$ cat src/rtl/result_stream_tx_if.sv
// Handshake bundle between the scalar-multiplication core, the result serializer and the output port.
// The serializer side uses the master modport; the core and the sink side use the slave modport.
interface result_stream_tx_if #(
    parameter int DATA_W = 64,
    parameter int RES_W  = 512
);
    logic              i_res_valid;
    logic              o_res_ready;
    logic [RES_W-1:0]  i_res_data;
    logic              o_out_valid;
    logic              i_out_ready;
    logic [DATA_W-1:0] o_out_data;
    logic              o_last;
    logic              o_frame_done;

    modport master (
        input  i_res_valid, i_res_data, i_out_ready,
        output o_res_ready, o_out_valid, o_out_data, o_last, o_frame_done
    );

    modport slave (
        output i_res_valid, i_res_data, i_out_ready,
        input  o_res_ready, o_out_valid, o_out_data, o_last, o_frame_done
    );
endinterface

$ cat src/rtl/result_stream_tx.sv
// Serializes one RES_W-bit {X,Y} result into NUM_WORDS DATA_W-bit words, most significant word first,
// under valid/ready backpressure. A new result may be captured during the last word's handshake.
module result_stream_tx #(
    parameter int DATA_W = 64,
    parameter int RES_W  = 512
) (
    input  logic                 i_clk,
    input  logic                 i_rst_n,
    result_stream_tx_if.master   bus
);
    localparam int NUM_WORDS = RES_W / DATA_W;
    localparam int CNT_W     = (NUM_WORDS > 1) ? $clog2(NUM_WORDS) : 1;
    localparam logic [CNT_W-1:0] LAST_CNT = CNT_W'(NUM_WORDS - 1);

    typedef enum logic {IDLE, SEND} state_t;

    state_t            state_q;
    logic [CNT_W-1:0]  cnt_q;
    logic [RES_W-1:0]  res_q;
    logic              done_q;
    logic              last_word;
    logic              res_ready;
    logic [DATA_W-1:0] word;

    assign last_word = (state_q == SEND) && (cnt_q == LAST_CNT);
    // Ready is combinational on i_out_ready so a new result can slip in behind the last word.
    assign res_ready = (state_q == IDLE) || (last_word && bus.i_out_ready);

    always_comb begin
        word = '0;
        if (state_q == SEND) begin
            word = res_q[RES_W-1-DATA_W*int'(cnt_q) -: DATA_W];
        end
    end

    always_ff @(posedge i_clk or negedge i_rst_n) begin
        if (!i_rst_n) begin
            state_q <= IDLE;
            cnt_q   <= '0;
            res_q   <= '0;
            done_q  <= 1'b0;
        end else begin
            done_q <= 1'b0;
            case (state_q)
                IDLE: begin
                    if (bus.i_res_valid) begin
                        res_q   <= bus.i_res_data;
                        cnt_q   <= '0;
                        state_q <= SEND;
                    end
                end
                SEND: begin
                    if (bus.i_out_ready) begin
                        if (cnt_q == LAST_CNT) begin
                            done_q <= 1'b1;
                            cnt_q  <= '0;
                            if (bus.i_res_valid) begin
                                res_q <= bus.i_res_data;
                            end else begin
                                state_q <= IDLE;
                            end
                        end else begin
                            cnt_q <= cnt_q + CNT_W'(1);
                        end
                    end
                end
                default: state_q <= IDLE;
            endcase
        end
    end

    assign bus.o_res_ready  = res_ready;
    assign bus.o_out_valid  = (state_q == SEND);
    assign bus.o_out_data   = word;
    assign bus.o_last       = last_word;
    assign bus.o_frame_done = done_q;
endmodule

$ cat src/flat_wrapper.sv
// flat-port wrapper written by rule: the top's interface ports become plain ports
module result_stream_tx_flat 
#(
    parameter int DATA_W = 64,
    parameter int RES_W  = 512
)
  (i_clk, i_rst_n, bus_i_res_valid, bus_i_res_data, bus_i_out_ready, bus_o_res_ready, bus_o_out_valid, bus_o_out_data, bus_o_last, bus_o_frame_done);
  result_stream_tx_if #(.DATA_W(DATA_W), .RES_W(RES_W)) bus_i ();
  input  logic i_clk;
  input  logic i_rst_n;
  input wire logic [$bits(bus_i.i_res_valid)-1:0] bus_i_res_valid;
  input wire logic [$bits(bus_i.i_res_data)-1:0] bus_i_res_data;
  input wire logic [$bits(bus_i.i_out_ready)-1:0] bus_i_out_ready;
  output wire logic [$bits(bus_i.o_res_ready)-1:0] bus_o_res_ready;
  output wire logic [$bits(bus_i.o_out_valid)-1:0] bus_o_out_valid;
  output wire logic [$bits(bus_i.o_out_data)-1:0] bus_o_out_data;
  output wire logic [$bits(bus_i.o_last)-1:0] bus_o_last;
  output wire logic [$bits(bus_i.o_frame_done)-1:0] bus_o_frame_done;
  assign bus_i.i_res_valid = bus_i_res_valid;
  assign bus_i.i_res_data = bus_i_res_data;
  assign bus_i.i_out_ready = bus_i_out_ready;
  assign bus_o_res_ready = bus_i.o_res_ready;
  assign bus_o_out_valid = bus_i.o_out_valid;
  assign bus_o_out_data = bus_i.o_out_data;
  assign bus_o_last = bus_i.o_last;
  assign bus_o_frame_done = bus_i.o_frame_done;
  result_stream_tx #(.DATA_W(DATA_W), .RES_W(RES_W)) u_core (.i_clk(i_clk), .i_rst_n(i_rst_n), .bus(bus_i));
endmodule
$ cat config.mk
export PLATFORM = sky130hd
export DESIGN_NAME = result_stream_tx_flat
export DESIGN_NICKNAME = d
export VERILOG_FILES = /design/src/rtl/result_stream_tx_if.sv /design/src/rtl/result_stream_tx.sv /design/src/flat_wrapper.sv
export SDC_FILE = /design/constraint.sdc
export NUM_CORES = 1
export LEC_CHECK = 0
export CORE_UTILIZATION = 45
export DETAILED_ROUTE_END_ITERATION = 7
export GPL_TIMING_DRIVEN = 0
export HOLD_SLACK_MARGIN = 0.15
export PLACE_DENSITY = 0.77
export SYNTH_ARGS = -nofsm -noshare
export SYNTH_HDL_FRONTEND = slang
export SYNTH_SLANG_ARGS = --single-unit
$ cat constraint.sdc
create_clock -name i_clk -period 1.86 [get_ports i_clk]
set_input_delay 0.279 -clock i_clk [delete_from_list [all_inputs] [get_ports i_clk]]
set_output_delay 0.279 -clock i_clk [all_outputs]
set_load 0.02 [all_outputs]
==> run summary <==
Crit path depth: 7
RSZ-0062 raised after global routing: yes
maximum VDD drop: 1.01 mV
Worst R2R Start: u_core.cnt_q[1]
Post-Syn Area: 0.0240 mm^2
kind of critical path: reg2out
switch share: 33.4%
met2 Resource Use GR: 53.2%
vias: 17500
endpoints failing hold: 79
Synth Register Bits: 517
# H-tree levels: 2
Setup crit end kind: primary output
Num CTS Buffers: 55
pin count of the biggest net entering global routing: 121
clock slew at reported path FFs: 0.07 ns
initial antenna violation count: 27
simple-gate share of the synthesized area: 0.240%
CTS max path bufs: 3
max_slew headroom: 40.5%
complex-gate fraction of the synthesized area: 4.81%
post-route ant nets: 0
Cell Int Power: 41900 uW
Reg power frac: 32.3%
Initial Util: 45.6%
met3 usage: 8.39%
CP endpoint: bus_o_out_data[38]
clock sink count: 517
Gate Count Post-Synth: 1544
crit-path leading delay family: buffers and inverters
worst stage delay on the critical path: 0.41 ns
Tcrit/Tclk final: 144%
maximum clock frequency: 374 MHz
ys async rst share: 100%
dpl hpwl: 56400 um
NumNets Final: 2836
Pleak: 0.0183 uW
root buffer cell: clkbuf_16
GP Congestion: 0.891
Seq/Total Area, Yosys: 53.9%
DRC Markers: 0
Synth Area in Adders: 0.156%
placed cell area: 0.0310 mm^2
Initial DRC Count: 993
Buffers on Ports: 583
global route hottest layer: met2
multi-input logic area: 0.0121 mm^2
final setup vio count: 578
most common cell after layout, fill and taps aside: dfrtp_1
Clock Power Share: 17.8%
class of the worst hold path: in2async
fin worst setup slack: -0.811 ns
most frequent cells in the layout: dfrtp_1 (516), clkdlybuf4s50_1 (514), mux2_4 (479)
post-synthesis mux area share: 35.8%
Die X-Extent: 233 um
post-route cell area: 0.0383 mm^2
global-route wire length before repair: 123000 um
FF+latch area: 0.0129 mm^2
cell mode on critical path: buf_6
pre-CTS WS: -1.42 ns
worst setup path start: u_core.cnt_q[2]
WL final: 93900 um
vias in the first global route: 18800
status: complete, but fails checks
total power: 63000 uW
failing checks: hold timing, setup timing
Setup crit start kind: flop
GR Layer Usage met1: 37.6%
CP required: 1.58 ns
Psw: 21000 uW
synth warn: 0
Post-synth EDFFs: 0
max-slew violation count: 0
cells along the critical path: buf_6, buf_12, buf_16, clkbuf_16, mux2i_2, a221oi_4, buf_6
reg-to-reg endpoint: u_core.res_q[425]
Main synth FF type: dfrtp_1
Avg Cell Area, Syn: 15.5 um^2
largest family of logic cells by synthesized area: multiplexers
Slew @ Worst Pin: 0.892 ns
CTS tree: yes
Layout area overhead: 59.7%
# IOs: 584
CP bufs+invs: 5
Worst-Skew Late Latency: 0.61 ns
Die ar.: 0.0542 mm^2
share of cells above drive strength 1: 49.8%
slowest CP cell: dfrtp_1
PwrDens: 1640 mW/mm^2
r2r worst-path depth: 13
Max-Cap Viols: 0
fillcell total: 3207
Synth Area in XOR/XNOR: 0%
via/cell ratio: 5.70
Cell Rows: 84
fin util: 72.8%
combinational share of power: 49.9%
GRT Util Overall: 31.2%
Setup Skew: 0.0122 ns
grt total ovfl: 0
worst hold slack: -0.376 ns
syn_nets: 2063
worst-path maximum fanout: 6
Core Area: 0.0527 mm^2
R2R Setup Slk: -0.73 ns
Die H: 233 um
DR WL/cell: 30.6 um
first-pass iteration count of the detailed router: 5
crit path time final: 2.67 ns
library cells used by synthesis: 26
Arr. time, crit path: 2.39 ns
[kinds of logic (layout without fill, tap and decap cells)]
group / count (synthesis) / in the layout
other cells: 0 / 20
compound gates: 131 / 131
simple gates: 10 / 11
buf+inv: 177 / 991
fa+ha+maj: 3 / 3
mux: 706 / 706
flops: 517 / 517
[per-stage QoR]
stage	TNS, ns	cells
floorplan	-2.81	1544
global placement	-	2815
detailed placement	-308.82	2819
CTS	-226.08	3005
global route	-391.16	3063
finish	-368.81	3067
[final cells by class]
cell class              instances  share of cell area [%]
diodes                         20                   0.131
inverters                      64                   0.627
well taps                     688                    2.25
clock buffers                  87                    4.41
clock inverters                12                   0.327
plain buffers                 103                    4.45
flip-flops and latches        517                    33.8
repair buffers                725                    22.3
multi-input cells             851                    31.7
[state kept, by name, summed over array words and instances, names as in the netlist]
name	count
u_core.bus.o_out_valid	1
u_core.cnt_q	3
u_core.bus.o_frame_done	1
u_core.res_q	512
[per-layer routing]
metal  routed length (um)  vias up  share of wire, %
met5                   95        -              0.10
met1                36500     9194                39
met3                 7100      239               7.6
met2                46000      761                49
li1                     -     7283                 -
met4                 4150       16               4.4
[cells in the mapped netlist, types with 2 or more instances]
| master | number | area [um^2] |
|---|---|---|
| a221oi_1 | 26 | 228 |
| a221oi_2 | 38 | 571 |
| buf_12 | 4 | 80.1 |
| buf_2 | 22 | 110 |
| buf_4 | 10 | 75.1 |
| buf_6 | 56 | 631 |
| clkbuf_1 | 20 | 75.1 |
| dfrtp_1 | 517 | 12900 |
| ha_1 | 3 | 37.5 |
| inv_1 | 64 | 240 |
| mux2_1 | 67 | 754 |
| mux2_2 | 510 | 5740 |
| mux2i_1 | 65 | 651 |
| mux4_2 | 64 | 1440 |
| nand2_1 | 3 | 11.3 |
| nand2b_1 | 2 | 12.5 |
| o21ai_0 | 64 | 320 |
[worst min path at each step]
| stage | end | start | slack [ns] | depth (start not counted) |
|---|---|---|---|---|
| 3_5_place_dp | u_core.res_q[35] | i_rst_n | 0.30 | 1 |
| 5_1_grt | u_core.res_q[34] | i_rst_n | -0.32 | 1 |
| 2_1_floorplan | u_core.bus.o_frame_done | i_rst_n | -0.02 | 0 |
| 4_1_cts | u_core.res_q[35] | i_rst_n | -0.35 | 1 |
| 3_3_place_gp | u_core.res_q[42] | u_core.res_q[42] | 0.47 | 1 |
| 6_report | u_core.res_q[35] | i_rst_n | -0.38 | 1 |
[power by group through the flow]
| stage | Clock [uW] | Combinational [uW] | Sequential (uW) |
|---|---|---|---|
| finish | 11200 | 31400 | 20400 |
| global route | 11700 | 32900 | 20700 |
| CTS | 11300 | 27900 | 19700 |
| detailed placement | 0 | 23300 | 19700 |
| global placement | 0 | 22700 | 19400 |
| floorplan | 0 | 15800 | 18600 |
[timing repair]
action                     CTS  global route
resized for setup          858           443
setup buffers               47            32
gates cloned                42            37
pin swaps                   20            33
hold endpoints to repair    79            79
setup endpoints to repair  580           700
(Power assumes the default switching activity.)
